===== config.mk =====
export PLATFORM = sky130hd
export DESIGN_NAME = uart_tx_cfg
export DESIGN_NICKNAME = d
export VERILOG_FILES = /design/src/rtl/uart_pkg.sv /design/src/rtl/uart_bit_timer.sv /design/src/rtl/uart_tx_cfg.sv
export SDC_FILE = /design/constraint.sdc
export NUM_CORES = 1
export LEC_CHECK = 0
export BUFFER_PORTS_ARGS = -buffer_cell sky130_fd_sc_hd__buf_4
export CORE_UTILIZATION = 37
export DETAILED_ROUTE_END_ITERATION = 7
export PLACE_DENSITY = 0.54
export SLEW_MARGIN = 40
export SYNTH_ARGS = -nofsm -noshare
export SYNTH_HDL_FRONTEND = slang
export SYNTH_SLANG_ARGS = --single-unit

===== constraint.sdc =====
create_clock -name clk -period 1.71 [get_ports clk]
set_clock_uncertainty 0.1 [all_clocks]
set_input_delay 0.0855 -clock clk [delete_from_list [all_inputs] [get_ports clk]]
set_output_delay 0.0855 -clock clk [all_outputs]
set_load 0.005 [all_outputs]

===== src/rtl/uart_pkg.sv =====
// Shared UART definitions used by the transmitter and the planned receiver.
//   uart_state_t : frame FSM state encoding
//   PAR_*        : values of the PARITY parameter
package uart_pkg;

   typedef enum logic [2:0] {
      ST_IDLE   = 3'd0,
      ST_START  = 3'd1,
      ST_DATA   = 3'd2,
      ST_PARITY = 3'd3,
      ST_STOP   = 3'd4
   } uart_state_t;

   localparam int PAR_NONE = 0;
   localparam int PAR_EVEN = 1;
   localparam int PAR_ODD  = 2;

endpackage


===== src/rtl/uart_bit_timer.sv =====
// Bit-period timer: counts baud ticks and flags the tick that ends a bit.
// Ports:
//   clk, reset : system clock, asynchronous active-high reset
//   clear      : synchronous clear of the tick counter (has priority over tick)
//   tick       : one-clk baud pulse, OVERSAMPLE pulses per bit
//   bit_end    : high during the tick that completes the current bit period
module uart_bit_timer #(
   parameter int OVERSAMPLE = 16
) (
   input  logic clk,
   input  logic reset,
   input  logic clear,
   input  logic tick,
   output logic bit_end
);

   localparam int CNT_W = (OVERSAMPLE > 1) ? $clog2(OVERSAMPLE) : 1;
   localparam logic [CNT_W-1:0] LAST = CNT_W'(OVERSAMPLE - 1);

   logic [CNT_W-1:0] tick_cnt;

   // A tick arriving together with clear is discarded, so it cannot end a bit.
   assign bit_end = tick && !clear && (tick_cnt == LAST);

   always_ff @(posedge clk or posedge reset) begin
      if (reset) begin
         tick_cnt <= '0;
      end else if (clear) begin
         tick_cnt <= '0;
      end else if (tick) begin
         if (tick_cnt == LAST) tick_cnt <= '0;
         else                  tick_cnt <= tick_cnt + 1'b1;
      end
   end

endmodule


===== src/rtl/uart_tx_cfg.sv =====
// Parametrised UART transmitter: start bit, DATA_BITS data bits LSB first,
// optional parity, STOP_BITS stop bits. Words are taken through a
// valid/ready handshake and registered at acceptance.
// Ports:
//   clk, reset : system clock, asynchronous active-high reset
//   br_tick    : one-clk baud pulse, OVERSAMPLE pulses per bit
//   i_valid    : source presents i_data
//   i_data     : word to send
//   o_ready    : transmitter idle and able to accept a word
//   o_busy     : frame in progress
//   o_done     : one-clk pulse when the last stop bit ends
//   tx         : serial line, idle high, registered
module uart_tx_cfg
   import uart_pkg::*;
#(
   parameter int DATA_BITS  = 8,
   parameter int PARITY     = 0,
   parameter int STOP_BITS  = 1,
   parameter int OVERSAMPLE = 16
) (
   input  logic                 clk,
   input  logic                 reset,
   input  logic                 br_tick,
   input  logic                 i_valid,
   input  logic [DATA_BITS-1:0] i_data,
   output logic                 o_ready,
   output logic                 o_busy,
   output logic                 o_done,
   output logic                 tx
);

   if (DATA_BITS < 5 || DATA_BITS > 9 ||
       (PARITY != PAR_NONE && PARITY != PAR_EVEN && PARITY != PAR_ODD) ||
       (STOP_BITS != 1 && STOP_BITS != 2) ||
       OVERSAMPLE < 1 || OVERSAMPLE > 64) begin : g_param_check
      $error("uart_tx_cfg: parameter out of range (DATA_BITS=%0d PARITY=%0d STOP_BITS=%0d OVERSAMPLE=%0d)",
             DATA_BITS, PARITY, STOP_BITS, OVERSAMPLE);
   end

   localparam logic [3:0] LAST_DATA = 4'(DATA_BITS - 1);
   localparam logic [3:0] LAST_STOP = 4'(STOP_BITS - 1);

   uart_state_t          state;
   logic [DATA_BITS-1:0] shreg;
   logic [3:0]           bit_cnt;
   logic                 par_bit;
   logic                 bit_end;
   logic                 timer_clear;

   function automatic logic parity_of(input logic [DATA_BITS-1:0] d);
      return (PARITY == PAR_ODD) ? ~^d : ^d;
   endfunction

   assign o_ready = (state == ST_IDLE);

   // Holding the timer clear while idle guarantees every frame starts from a
   // zero count, and drops a br_tick that lands on the accept edge.
   assign timer_clear = (state == ST_IDLE);

   uart_bit_timer #(
      .OVERSAMPLE(OVERSAMPLE)
   ) u_bit_timer (
      .clk     (clk),
      .reset   (reset),
      .clear   (timer_clear),
      .tick    (br_tick),
      .bit_end (bit_end)
   );

   always_ff @(posedge clk or posedge reset) begin
      if (reset) begin
         state   <= ST_IDLE;
         tx      <= 1'b1;
         o_busy  <= 1'b0;
         o_done  <= 1'b0;
         shreg   <= '0;
         bit_cnt <= '0;
         par_bit <= 1'b0;
      end else begin
         o_done <= 1'b0;
         case (state)
            ST_IDLE: begin
               tx     <= 1'b1;
               o_busy <= 1'b0;
               if (i_valid) begin
                  shreg   <= i_data;
                  par_bit <= parity_of(i_data);
                  bit_cnt <= '0;
                  tx      <= 1'b0;
                  o_busy  <= 1'b1;
                  state   <= ST_START;
               end
            end
            ST_START: begin
               if (bit_end) begin
                  tx    <= shreg[0];
                  state <= ST_DATA;
               end
            end
            ST_DATA: begin
               if (bit_end) begin
                  shreg <= shreg >> 1;
                  if (bit_cnt == LAST_DATA) begin
                     bit_cnt <= '0;
                     if (PARITY != PAR_NONE) begin
                        tx    <= par_bit;
                        state <= ST_PARITY;
                     end else begin
                        tx    <= 1'b1;
                        state <= ST_STOP;
                     end
                  end else begin
                     bit_cnt <= bit_cnt + 1'b1;
                     // Next data bit is the one about to become shreg[0].
                     tx      <= shreg[1];
                  end
               end
            end
            ST_PARITY: begin
               if (bit_end) begin
                  tx    <= 1'b1;
                  state <= ST_STOP;
               end
            end
            ST_STOP: begin
               // bit_cnt is reused here to count stop bits.
               if (bit_end) begin
                  if (bit_cnt == LAST_STOP) begin
                     bit_cnt <= '0;
                     o_busy  <= 1'b0;
                     o_done  <= 1'b1;
                     state   <= ST_IDLE;
                  end else begin
                     bit_cnt <= bit_cnt + 1'b1;
                  end
               end
            end
            default: begin
               tx     <= 1'b1;
               o_busy <= 1'b0;
               state  <= ST_IDLE;
            end
         endcase
      end
   end

endmodule

# Yosys cells after proc, flatten, opt, wreduce, memory -nomap -nowiden
# Cells that the tools add are included.
op_classes:
  eq_ne: 13
  bitwise_logic: 2
  mux: 33
  n_reduce_logical: 14
  add_sub_neg: 2
ops:
  columns: ["cell", "count"]
  rows:
  - ["4-bit 2-to-1 mux", 8]
  - ["3-bit 2-to-1 mux", 7]
  - ["8-bit 2-to-1 mux", 2]
  - ["8-bit case mux with 2 select lines", 1]
  - ["3-bit case mux with 5 select lines", 1]
  - ["2-bit inequality test, second input constant", 7]
  - ["4-bit case mux with 3 select lines", 1]
  - ["1-bit 2-to-1 mux", 11]
  - ["4-bit by 1-bit adder with 4-bit output, second input constant", 2]
  - ["4-bit AND reduction", 2]
  - ["7-bit AND reduction", 1]
  - ["3-bit by 2-bit equality test with 1-bit output, second input constant", 2]
  - ["3-bit AND reduction", 2]
  - ["1-bit case mux with 5 select lines", 1]
  - ["4-bit by 3-bit equality test with 1-bit output, second input constant", 1]
  - ["4-bit equality test, second input constant", 1]
  - ["4-bit logical NOT", 1]
  - ["2-bit nonzero test", 2]
  - ["3-bit by 1-bit equality test with 1-bit output, second input constant", 1]
  - ["3-bit equality test, second input constant", 1]
  - ["3-bit logical NOT", 1]
  - ["1-bit case mux with 3 select lines", 1]
  - ["3-bit nonzero test", 1]
  - ["3-bit OR reduction", 1]
  - ["other kinds (3)", 5]
totals:
  out_inout_bits: 4
  ff_bits: 22

# Longest topological paths before layout
# Gate-level depths: netlist of run 1.
depth:
  depth_word: 6
  ltp_mapped: 6

# Cells and area by module
# A second synthesis of run 1 with hierarchy kept.
hier_totals:
  hier_cells: 126
  hier_area_um2: 1229.9
modules_own_cells:
  columns: ["module", "n_inst", "cells_per_inst", "seq_area_each_um2", "area_per_inst_um2"]
  rows:
  - ["uart_tx_cfg", 1, 103, 451.7, 1019.7]
  - ["uart_bit_timer", 1, 23, 100.1, 210.2]

# Worst setup path before layout of run 1
# OpenSTA, ideal clock, no wires.
synth_timing:
  path_kind: "register -> register"
  startpoint: "register u_bit_timer.tick_cnt[0]"
  endpoint: "register shreg[0]"
  synth_period_minus_slack_ns: 1.876
  path_buffers: 1
  stages_incl_launch_ff: 7
  t_required_ns: 1.485
  arrival_ns: 1.651
  setup_ns: 0.125
  path_slack_ns: -0.166
  path_cell_list: "dfrtp_1 > ha_1 > and4_4 > mux2i_1 > or3_1 > buf_6 > mux2_4"
synth_via:
  elab_chain_len: 4
synth_lines:
  columns: ["element", "line_no", "source"]
  rows:
  - ["start: declaration", "uart_bit_timer.sv:20", "logic [CNT_W-1:0] tick_cnt;"]
  - ["start signal: assignment", "uart_bit_timer.sv:32", "else tick_cnt <= tick_cnt + 1'b1;"]
  - ["4-bit equality test", "uart_bit_timer.sv:23", "assign bit_end = tick && !clear && (tick_cnt == LAST);"]
  - ["1-bit logical AND", "uart_bit_timer.sv:23", null]
  - ["2-bit inequality test (no line)", null, null]
  - ["3-bit AND reduction (no line)", null, null]
  - ["end signal: assignment", "uart_tx_cfg.sv:86", "shreg <= i_data;"]
  - ["end signal: assignment", "uart_tx_cfg.sv:102", "shreg <= shreg >> 1;"]
  - ["end: declaration", "uart_tx_cfg.sv:44", "logic [DATA_BITS-1:0] shreg;"]
# Every way passes these cells.
# A chain may end at the register's enable or synchronous reset.

# Final worst setup path of run 1
layout_timing:
  startpoint: "register u_bit_timer.tick_cnt[0]"
  endpoint: "register shreg[3]"
# The elaborated chain is that of the path after synthesis.

==> results of run 1 <==
-- placed cells by master (no fill, tap or decap), types with 2 or more instances in the layout --
cell type       n
buf_4          42
dfrtp_1        19
nand2_1        10
mux2_2          8
o21ai_0         8
mux2_4          7
nor2_1          6
nor3b_1         4
a21oi_1         4
dlygate4sd3_1   4
clkbuf_4        3
o21ai_1         2
nand3_1         2
xor2_1          2
inv_2           2
inv_1           2
nand3b_1        2
a21oi_2         2
dfrtp_2         2
-- per-stage QoR --
step | setup WS [ns] | cells | util | hold WS, ns | instance area, µm²
floorplan | -0.149 | 115 | - | -0.0260 | 1240
global placement | -0.111 | 194 | 0.502 | 0.0482 | 1560
detailed placement | -0.119 | 194 | 0.502 | 0.0486 | 1560
CTS | -0.108 | 205 | 0.533 | 0.0114 | 1650
global route | -0.170 | 206 | 0.557 | 0.00215 | 1730
finish | -0.117 | 206 | 0.557 | 0.0146 | 1730
-- logic make-up (layout without fill, tap and decap cells) --
family	Yosys count	count (layout)	share of synthesized area
compound gates	25	25	0.119
flops	22	22	0.448
simple gates	38	38	0.176
fa+ha+maj	3	3	0.0305
mux	17	17	0.175
xor+xnor	2	2	0.0142
buf+inv	8	55	0.0376
-- state kept, by name, indices dropped and copies added (netlist names) --
register              cells
bit_cnt                   4
o_busy                    1
o_done                    1
shreg                     8
state                     3
tx                        1
u_bit_timer.tick_cnt      4
-- layer usage --
layer	vias to the layer above	track usage	wire, µm
li1	510	-	-
met5	-	0	0
met2	17	0.284	1280
met1	511	0.219	1270
met3	2	0.0455	68
met4	0	0.0365	12
-- power groups by stage --
stage               clock (mW)  sequential, mW  combinational (mW)
global placement             0           0.861               0.829
CTS                      0.267           0.857               0.888
finish                   0.260           0.863               0.959
global route             0.299           0.893                1.06
floorplan                    0           0.852               0.506
detailed placement           0           0.864               0.849
-- how the worst max path moves through the flow --
stage | to | from | cells after the start
2_1_floorplan | shreg[0] | u_bit_timer.tick_cnt[0] | 6
3_3_place_gp | shreg[4] | u_bit_timer.tick_cnt[1] | 6
3_5_place_dp | shreg[2] | u_bit_timer.tick_cnt[1] | 6
4_1_cts | shreg[5] | u_bit_timer.tick_cnt[1] | 6
5_1_grt | shreg[3] | u_bit_timer.tick_cnt[0] | 5
6_report | shreg[3] | u_bit_timer.tick_cnt[0] | 5
-- repair_timing --
item | in CTS | in global routing
buffers inserted | 3 | 2
endpoints found under the hold margin | 26 | 0
pin swaps | 0 | 7
endpoints found under the setup margin | 11 | 14
hold buffers | 4 | 0
gates resized for setup | 5 | 16
-- worst reg2reg max path, cell delays in order, from the launching register on --
cell     delay, ns
dfrtp_1       0.37
ha_2          0.18
and4_4        0.22
mux2i_4       0.07
or3_4         0.46
mux2_4        0.33
-- layout make-up --
cell class	instances	area share
clock buffer	4	0.0152
inverter	4	0.00869
sequential	22	0.321
timing repair buffer	47	0.208
multi-input combinational	85	0.416
tap	44	0.0319
==> results by group, run 1 <==
Outcome
  – Status: finished with violations
  – Violated checks: negative setup slack

Detailed routing
  – DRT Pass-1 Iters: 4
  – WL final: about 2600 µm
  – Post-route DRC violation count: 0
  – Routed length per instance: 12.8 µm
  – Vias per cell: 5.05
  – Detailed Route Iter0 Violations: 44
  – Final antenna-violating net count: 0
  – DR vias: 1040

GRT
  – GRT Util Overall: 0.169
  – Largest net degree at the start of global routing: 23
  – Global-route wire length before repair: around 4500 µm
  – Antenna violations before repair: 0
  – Number of global-route vias before repair: slightly above 1000
  – Remaining Overflow, GRT: 0

Die
  – Ports: 16
  – Die X: 59.7 µm
  – Std-Cell Rows: 20
  – Die H: ~60 µm
  – Starting Density: 0.397
  – Core area: 0.00310 mm²
  – Die area: 0.00356 mm²

Timing
  – Setup violators final: 9
  – Final hold violations: 0
  – RSZ-0062 raised after global routing: true
  – TNS Setup: -0.808 ns
  – Tmin final: 1.83 ns
  – Tcrit/Tclk final: 1.07
  – Final worst slack: -0.117 ns
  – Worst-Margin Slew: 0.285 ns
  – FMAX: 547 MHz
  – Relative slew slack: 0.810
  – Slew Viols, Final: 0

Yosys
  – Post-synthesis net count: 130
  – Synth unique cells: 35
  – Dominant cell by count in the synthesized netlist: dfrtp_1
  – Total number of yosys warnings: 0
  – Mapped Area: 0.00123 mm²
  – Syn Area/Cell: 10.7 µm²
  – Sequential-to-total area share from yosys stat: 0.448
  – Synth async-reset ratio: 1.00
  – Synth area leader: dfrtp_1
  – Synth area leaders: dfrtp_1, mux2_4, mux2_2
  – Most frequent cells after synthesis: dfrtp_1, o21ai_0, nand2_1
  – Post-Synthesis Cells: 115
  – EDFF count, synth: 0
  – Area share of the largest cell type after synthesis: 0.427
  – Synth Register Bits: 22
  – Main synth FF type: dfrtp_1

Hold path
  – Worst Hold Depth: 3
  – Worst Min Path Start: i_data[2]
  – Worst Hold End: shreg[2]
  – Hold Crit Class: in2reg

Worst setup path
  – Crit-path max FO: 8
  – WS Path Type: reg2reg
  – Crit start category: flip-flop
  – Reg2Reg Depth: 5
  – Slowest stage delay, CP: 0.46 ns
  – Arrival @ worst endpoint: 1.93 ns
  – Cell breakdown of the critical path: ha_2, and4_4, mux2i_4, or3_4, mux2_4
  – Worst path top cell family by delay: simple AND/OR/NAND/NOR gates
  – Reg2reg end: shreg[3]
  – Worst path slowest cell: or3_4
  – CP required: between 1.5 and 2 ns
  – Worst R2R Start: u_bit_timer.tick_cnt[0]
  – R2R Setup Slk: -0.12 ns
  – CP Capture Type: flip-flop
  – CP Buf/Inv Count: 0

Finish
  – Footprint of the multi-input gates: approximately 720 µm²
  – Fill cells: 284
  – Nets: 178
  – Antenna diodes: 0
  – Area growth syn-to-layout: 40.3%
  – Layout cell share with drive strength beyond 1: 0.500
  – Sequential Area: ~550 µm²

CTS
  – Clk buf depth: 2
  – Worst-path clk slew: 0.14 ns
  – # clock sinks: 22
  – Worst-skew pair later-pin latency: 0.32 ns
  – TritonCTS Buffers: 3
  – CTS tree: done
  – Root cell of the clock tree: clkbuf_4
  – CTS HTree Levels: 1

Power and ir drop
  – Gate power share: 0.460
  – Sw Pwr: around 700 µW
  – Tot Pwr: about 2.1 mW
  – Clock Power Share: 0.125
  – Max VDD drop: roughly 0.64 mV
  – Switch share: 0.329
  – Internal Power: 1.40 mW
  – Sequential share of power: 0.415
  – Lkg Pwr: 0.786 nW
  – Power per cell area: 1200 mW/mm²

Placed design
  – DP HPWL: approximately 1800 µm
  – Routability cong.: 0.793
  – PortBufs: 15

Run
  – MaxCap Viol Count: 0
Power figures use the tool's default switching activity.
==> inputs of run 2 (changes only) <==
--- a/config.mk
+++ b/config.mk
@@ -8,7 +8,6 @@
 export BUFFER_PORTS_ARGS = -buffer_cell sky130_fd_sc_hd__buf_4
 export CORE_UTILIZATION = 37
 export DETAILED_ROUTE_END_ITERATION = 7
-export PLACE_DENSITY = 0.54
 export SLEW_MARGIN = 40
 export SYNTH_ARGS = -nofsm -noshare
 export SYNTH_HDL_FRONTEND = slang
==> constraint.sdc (replaced) <==
create_clock -name clk -period 1.8 [get_ports clk]
set_clock_uncertainty 0.1 [all_clocks]
set_input_delay 0.09 -clock clk [delete_from_list [all_inputs] [get_ports clk]]
set_output_delay 0.09 -clock clk [all_outputs]
set_load 0.05 [all_outputs]
==> run 2 against run 1 <==
Against the previous run: the flow still finishes with violations (negative setup slack); routed wire length rose by 5.5%; critical path depth increased by 1; sequential power is 5.1% lower; final area fell by 2.3%; core utilization down 1.3 points; setup slack better by 0.057 ns; hold slack better by 0.011 ns; critical endpoint is now shreg[5].
==> results by group, run 2 (same netlist as run 1, synthesis figures left out) <==
GRT
  – Antenna violations before repair: 0 (unchanged)
  – Number of global-route vias before repair: 1017 (was 1032)
  – Remaining Overflow, GRT: 0 (unchanged)
  – GRT Util Overall: 0.176 (was 0.169)
  – Largest net degree at the start of global routing: 23 (unchanged)
  – Global-route wire length before repair: 4610 µm (was 4510 µm)

Worst setup path
  – Worst R2R Start: u_bit_timer.tick_cnt[1] (was u_bit_timer.tick_cnt[0])
  – CP Capture Type: flip-flop (unchanged)
  – Reg2Reg Depth: 6 (was 5)
  – Crit-path max FO: 8 (unchanged)
  – Reg2reg end: shreg[5] (was shreg[3])
  – WS Path Type: reg2reg (unchanged)
  – R2R Setup Slk: -0.06 ns (was -0.12 ns)
  – Arrival @ worst endpoint: 1.97 ns (was 1.93 ns)
  – Crit path capture: shreg[5] (was shreg[3])
  – Crit. Startpoint: u_bit_timer.tick_cnt[1] (was u_bit_timer.tick_cnt[0])
  – Crit start category: flip-flop (unchanged)
  – CP required: 1.91 ns (was 1.81 ns)

Finish
  – Area growth syn-to-layout: 37.1% (was 40.3%)
  – Fill cells: 289 (was 284)
  – Cell Count, Final, Fillers Out: 203 (was 206)
  – Layout cell share with drive strength beyond 1: 0.453 (was 0.500)
  – Commonest non-fill, non-tap cells in the layout: buf_4, dfrtp_1, nand2_1 (unchanged)
  – Max reg flops: 8 (unchanged)
  – Sequential Area: 552 µm² (was 554 µm²)
  – Top flop regs: shreg (8), bit_cnt (4), u_bit_timer.tick_cnt (4) (unchanged)
  – Nets: 175 (was 178)
  – Antenna diodes: 0 (unchanged)
  – Footprint of the multi-input gates: 688 µm² (was 718 µm²)
  – Most flops, register: shreg (unchanged)
  – Most common cell after layout, fill and taps aside: buf_4 (unchanged)

CTS
  – Worst-path clk slew: 0.12 ns (was 0.14 ns)
  – CTS HTree Levels: 1 (unchanged)
  – Worst-skew pair later-pin latency: 0.31 ns (was 0.32 ns)
  – CTS tree: done (unchanged)
  – Clk buf depth: 2 (unchanged)
  – TritonCTS Buffers: 3 (unchanged)
  – # clock sinks: 22 (unchanged)
  – Root cell of the clock tree: clkbuf_4 (unchanged)

Power and ir drop
  – Max VDD drop: 0.532 mV (was 0.643 mV)
  – Lkg Pwr: 0.770 nW (was 0.786 nW)
  – Power per cell area: 1200 mW/mm² (about the same)

Die
  – Die area: 0.00356 mm² (unchanged)
  – Starting Density: 0.397 (unchanged)
  – Core area: 0.00310 mm² (unchanged)
  – Ports: 16 (unchanged)
  – Die H: 59.7 µm (unchanged)
  – Die X: 59.7 µm (unchanged)
  – Std-Cell Rows: 20 (unchanged)

Timing
  – Tmin final: 1.86 ns (was 1.83 ns)
  – Final worst slack: -0.0603 ns (was -0.117 ns)
  – TNS Setup: -0.370 ns (was -0.808 ns)
  – RSZ-0062 raised after global routing: true (unchanged)
  – Fin Hold WS: 0.0258 ns (was 0.0146 ns)
  – Slew Viols, Final: 0 (unchanged)
  – Tcrit/Tclk final: 1.03 (was 1.07)
  – FMAX: 538 MHz (was 547 MHz)
  – Final hold violations: 0 (unchanged)
  – Relative slew slack: 0.764 (was 0.810)
  – Worst-Margin Slew: 0.354 ns (was 0.285 ns)
  – Setup violators final: 7 (was 9)

Detailed routing
  – Vias per cell: 4.99 (was 5.05)
  – Post-route DRC violation count: 0 (unchanged)
  – Routed length per instance: 13.7 µm (was 12.8 µm)
  – Final antenna-violating net count: 0 (unchanged)
  – Detailed Route Iter0 Violations: 54 (was 44)
  – DRT Pass-1 Iters: 4 (unchanged)
  – WL final: 2790 µm (was 2640 µm)
  – DR vias: 1013 (was 1040)

Hold path
  – Hold Crit Class: in2reg (unchanged)

Placed design
  – Routability cong.: 0.840 (was 0.793)
  – PortBufs: 15 (unchanged)
  – DP HPWL: 1980 µm (was 1820 µm)
  – Pre-CTS setup slack: -0.0648 ns (was -0.119 ns)
  – Placed insts: 192 (was 194)

Outcome
  – Status: finished with violations (unchanged)
  – Violated checks: negative setup slack (unchanged)

Run
  – MaxCap Viol Count: 0 (unchanged)
[run 2: cell count changes in the layout (fill, tap and decap cells not counted), moves of 2 or more]
cell     previous run  this run
buf_4              42        37
buf_6               0         3
dfrtp_1            19        21
dfrtp_2             2         0
inv_1               2         4
inv_2               2         0
[run 2: worst min path at each step]
stage / start / to / cells past startpoint / slack [ns]
2_1_floorplan: reset / bit_cnt[0] / 1 / -0.02
3_3_place_gp: reset / u_bit_timer.tick_cnt[1] / 3 / 0.05
3_5_place_dp: reset / u_bit_timer.tick_cnt[0] / 3 / 0.07
4_1_cts: i_data[1] / shreg[1] / 3 / 0.02
5_1_grt: i_data[1] / shreg[1] / 3 / 0.003
6_report: i_data[1] / shreg[1] / 3 / 0.03
[run 2: through the flow]
step                      power [mW]  instance area, µm²   util
after detailed placement        1.70                1540  0.496
after global routing            2.17                1690  0.544
after global placement          1.66                1540  0.496
after CTS                       1.99                1630  0.526
after floorplan                 1.37                1240      -
final                           2.02                1690  0.544
[run 2: routing by layer]
layer,global-route usage,wire [µm],share of wire,vias to the layer above
li1,-,-,-,501
met1,0.235,1230,0.44,486
met2,0.287,1430,0.51,22
met3,0.0498,98,0.035,4
met4,0.0299,34,0.012,0
met5,0,0,0,-
[run 2: layout make-up]
cell class,instances,area share
Timing Repair Buffer,44,0.208
Tap cell,44,0.0326
Inverter,4,0.00890
Clock buffer,4,0.0156
Multi-Input combinational cell,85,0.408
Sequential cell,22,0.327
[run 2: where the power goes]
| group | internal, mW | switching (mW) | leakage, nW | total, mW |
|---|---|---|---|---|
| Clock | 0.0866 | 0.152 | 0.0150 | 0.238 |
| Sequential | 0.687 | 0.132 | 0.274 | 0.819 |
| Combinational | 0.518 | 0.443 | 0.481 | 0.961 |
[run 2: timing repair]
item / in CTS / in global routing
setup endpoints to repair: 9 / 13
gates cloned: 0 / 0
setup buffers: 2 / 1
pin swaps: 1 / 3
hold endpoints to repair: 26 / 0
gates resized for setup: 3 / 14
hold buffers: 4 / 0
[run 2: worst max-delay path, cell delays in order, from the launching register on]
cell	delay [ns]
dfrtp_1	0.38
ha_2	0.19
and4_4	0.22
mux2i_1	0.08
or3_1	0.34
buf_6	0.16
mux2_4	0.30
==> inputs of run 3 (changes only) <==
==> constraint.sdc (replaced) <==
create_clock -name clk -period 1.8 [get_ports clk]
set_clock_uncertainty 0.1 [all_clocks]
set_input_delay 0.18 -clock clk [delete_from_list [all_inputs] [get_ports clk]]
set_output_delay 0.18 -clock clk [all_outputs]
set_load 0.05 [all_outputs]
==> run 3 against run 2 <==
Against the previous run: the flow still finishes with violations (negative setup slack); first-iteration DRC count down 22%; clock-buffer cell count stayed put; non-clock buffer count fell by 6; critical path depth fell by 1; global-route usage is 0.65 points lower; via count down 1.2%; total power is 2.9% lower; hold slack gained 0.0065 ns.
==> results by group, run 3 (same netlist as run 1, synthesis figures left out) <==
Outcome
  – Status: finished with violations (unchanged)
  – Violated checks: negative setup slack (unchanged)

GRT
  – Antenna violations before repair: 0 (unchanged)
  – GRT Util Overall: 0.169 (was 0.176)
  – GR peak layer: met2 (unchanged)
  – Met1 usage: 0.233 (was 0.235)
  – Largest net degree at the start of global routing: 23 (unchanged)
  – Global-route wire length before repair: 4550 µm (was 4610 µm)
  – Remaining Overflow, GRT: 0 (unchanged)
  – Number of global-route vias before repair: 1035 (was 1017)
  – Routing usage on met2: 0.268 (was 0.287)
  – Met3 Resource Use GR: 0.0238 (was 0.0498)

Die
  – Die H: 59.7 µm (unchanged)
  – Die X: 59.7 µm (unchanged)
  – Starting Density: 0.397 (unchanged)
  – Ports: 16 (unchanged)
  – Die area: 0.00356 mm² (unchanged)
  – Std-Cell Rows: 20 (unchanged)
  – Core area: 0.00310 mm² (unchanged)

Timing
  – Final hold violations: 0 (unchanged)
  – TNS Setup: -0.277 ns (was -0.370 ns)
  – Relative slew slack: 0.780 (was 0.764)
  – RSZ-0062 raised after global routing: true (unchanged)
  – Setup violators final: 7 (unchanged)
  – Fin Hold WS: 0.0322 ns (was 0.0258 ns)
  – Final worst slack: -0.0462 ns (was -0.0603 ns)
  – Tmin final: 1.85 ns (was 1.86 ns)
  – Slew Viols, Final: 0 (unchanged)
  – Tcrit/Tclk final: 1.03 (about the same)
  – Worst-Margin Slew: 0.328 ns (was 0.354 ns)
  – FMAX: 542 MHz (was 538 MHz)

Finish
  – Fill cells: 297 (was 289)
  – Antenna diodes: 0 (unchanged)
  – Max reg flops: 8 (unchanged)
  – Nets: 169 (was 175)
  – Cell Count, Final, Fillers Out: 197 (was 203)
  – Top flop regs: shreg (8), bit_cnt (4), u_bit_timer.tick_cnt (4) (unchanged)
  – Cell area after layout: 0.00161 mm² (was 0.00169 mm²)
  – Layout cell share with drive strength beyond 1: 0.438 (was 0.453)
  – Sequential Area: 552 µm² (unchanged)
  – Most common cell after layout, fill and taps aside: buf_4 (unchanged)
  – Area growth syn-to-layout: 30.5% (was 37.1%)
  – Core Util, Final: 0.518 (was 0.544)
  – Most flops, register: shreg (unchanged)
  – Commonest non-fill, non-tap cells in the layout: buf_4, dfrtp_1, nand2_1 (unchanged)
  – Footprint of the multi-input gates: 671 µm² (was 688 µm²)

Power and ir drop
  – Lkg Pwr: 0.738 nW (was 0.770 nW)
  – Switch share: 0.352 (was 0.360)
  – Tot Pwr: 1.96 mW (was 2.02 mW)
  – Power per cell area: 1220 mW/mm² (was 1200 mW/mm²)
  – Sequential share of power: 0.419 (was 0.406)
  – Sw Pwr: 689 µW (was 727 µW)
  – Max VDD drop: 0.559 mV (was 0.532 mV)
  – Internal Power: 1.27 mW (was 1.29 mW)
  – Clock Power Share: 0.116 (was 0.118)
  – Gate power share: 0.465 (was 0.476)

Placed design
  – Placed insts: 191 (was 192)
  – DP HPWL: 1930 µm (was 1980 µm)
  – Cell Area, Placed: 0.00153 mm² (was 0.00154 mm²)
  – PortBufs: 15 (unchanged)
  – Pre-CTS setup slack: -0.0497 ns (was -0.0648 ns)
  – Routability cong.: 0.863 (was 0.840)

Worst setup path
  – Cell breakdown of the critical path: ha_2, and4_4, mux2i_2, or3_4, mux2_4 (was ha_2, and4_4, mux2i_1, or3_1, buf_6, mux2_4)
  – CP required: 1.89 ns (was 1.91 ns)
  – Worst R2R Start: u_bit_timer.tick_cnt[1] (unchanged)
  – Crit start category: flip-flop (unchanged)
  – Reg2reg end: shreg[6] (was shreg[5])
  – Arrival @ worst endpoint: 1.94 ns (was 1.97 ns)
  – Reg2Reg Depth: 5 (was 6)
  – WS Path Type: reg2reg (unchanged)
  – Slowest stage delay, CP: 0.48 ns (was 0.38 ns)
  – CP Capture Type: flip-flop (unchanged)
  – R2R Setup Slk: -0.05 ns (was -0.06 ns)
  – Worst path slowest cell: or3_4 (was dfrtp_1)
  – Crit-path max FO: 8 (unchanged)

Detailed routing
  – Detailed Route Iter0 Violations: 42 (was 54)
  – Post-route DRC violation count: 0 (unchanged)
  – DRT Pass-1 Iters: 4 (unchanged)
  – Routed length per instance: 12.8 µm (was 13.7 µm)
  – Vias per cell: 5.08 (was 4.99)
  – DR vias: 1001 (was 1013)
  – Final antenna-violating net count: 0 (unchanged)
  – WL final: 2520 µm (was 2790 µm)

CTS
  – Clk buf depth: 2 (unchanged)
  – CTS HTree Levels: 1 (unchanged)
  – Worst-path clk slew: 0.11 ns (was 0.12 ns)
  – TritonCTS Buffers: 3 (unchanged)
  – Worst-skew pair later-pin latency: 0.30 ns (was 0.31 ns)
  – CTS tree: done (unchanged)
  – # clock sinks: 22 (unchanged)
  – Root cell of the clock tree: clkbuf_4 (unchanged)

Hold path
  – Worst Hold End: shreg[7] (was shreg[1])
  – Worst Min Path Start: i_data[7] (was i_data[1])
  – Hold Crit Class: in2reg (unchanged)
  – Worst Hold Depth: 2 (was 3)

Run
  – MaxCap Viol Count: 0 (unchanged)
run 3: cell types whose count changed in the layout (fill, tap and decap cells not counted), sizes merged:
cell / change
buf: -3
dlygate4sd3: -3
run 3: final cells by class:
cell class | instances | share of cell area
Inverter | 4 | 0.00935
Tap cell | 44 | 0.0343
Timing Repair Buffer | 38 | 0.179
Sequential cell | 22 | 0.343
Clock buffer | 4 | 0.0164
Multi-Input combinational cell | 85 | 0.417
run 3: critical path, delay by kind of cell, from the launching register on:
family                     cells  cell delay [ns]
adders and majority gates      1             0.19
and+or+nand+nor                2             0.69
DFF                            1             0.37
muxes                          2             0.39
run 3: worst max-delay path by stage:
| stage | from | slack (ns) | endpoint |
|---|---|---|---|
| finish | u_bit_timer.tick_cnt[1] | -0.05 | shreg[6] |
| global route | u_bit_timer.tick_cnt[0] | -0.10 | shreg[6] |
| CTS | u_bit_timer.tick_cnt[1] | -0.04 | shreg[6] |
| detailed placement | u_bit_timer.tick_cnt[1] | -0.05 | shreg[4] |
| global placement | u_bit_timer.tick_cnt[1] | -0.03 | shreg[3] |
| floorplan | u_bit_timer.tick_cnt[0] | -0.06 | shreg[0] |
run 3: timing repair:
item / in CTS / in global routing
resized for setup: 3 / 7
pin swaps: 1 / 4
endpoints found under the hold margin: 21 / 0
hold buffers: 1 / 0
setup buffers: 1 / 1
endpoints found under the setup margin: 9 / 13
run 3: routing by layer:
layer / part of all wire / vias up / routed length [µm]
met1: 0.48 / 490 / 1210
met3: 0.038 / 2 / 96
met4: 0.0075 / 0 / 19
met2: 0.47 / 19 / 1190
li1: - / 490 / -
met5: 0 / - / 0
run 3: power groups by stage:
stage | Combinational [mW] | Clock (mW) | Sequential (mW)
after floorplan | 0.485 | 0 | 0.883
after global routing | 1.01 | 0.251 | 0.847
after detailed placement | 0.858 | 0 | 0.829
final | 0.912 | 0.227 | 0.821
after global placement | 0.842 | 0 | 0.819
after CTS | 0.887 | 0.240 | 0.821
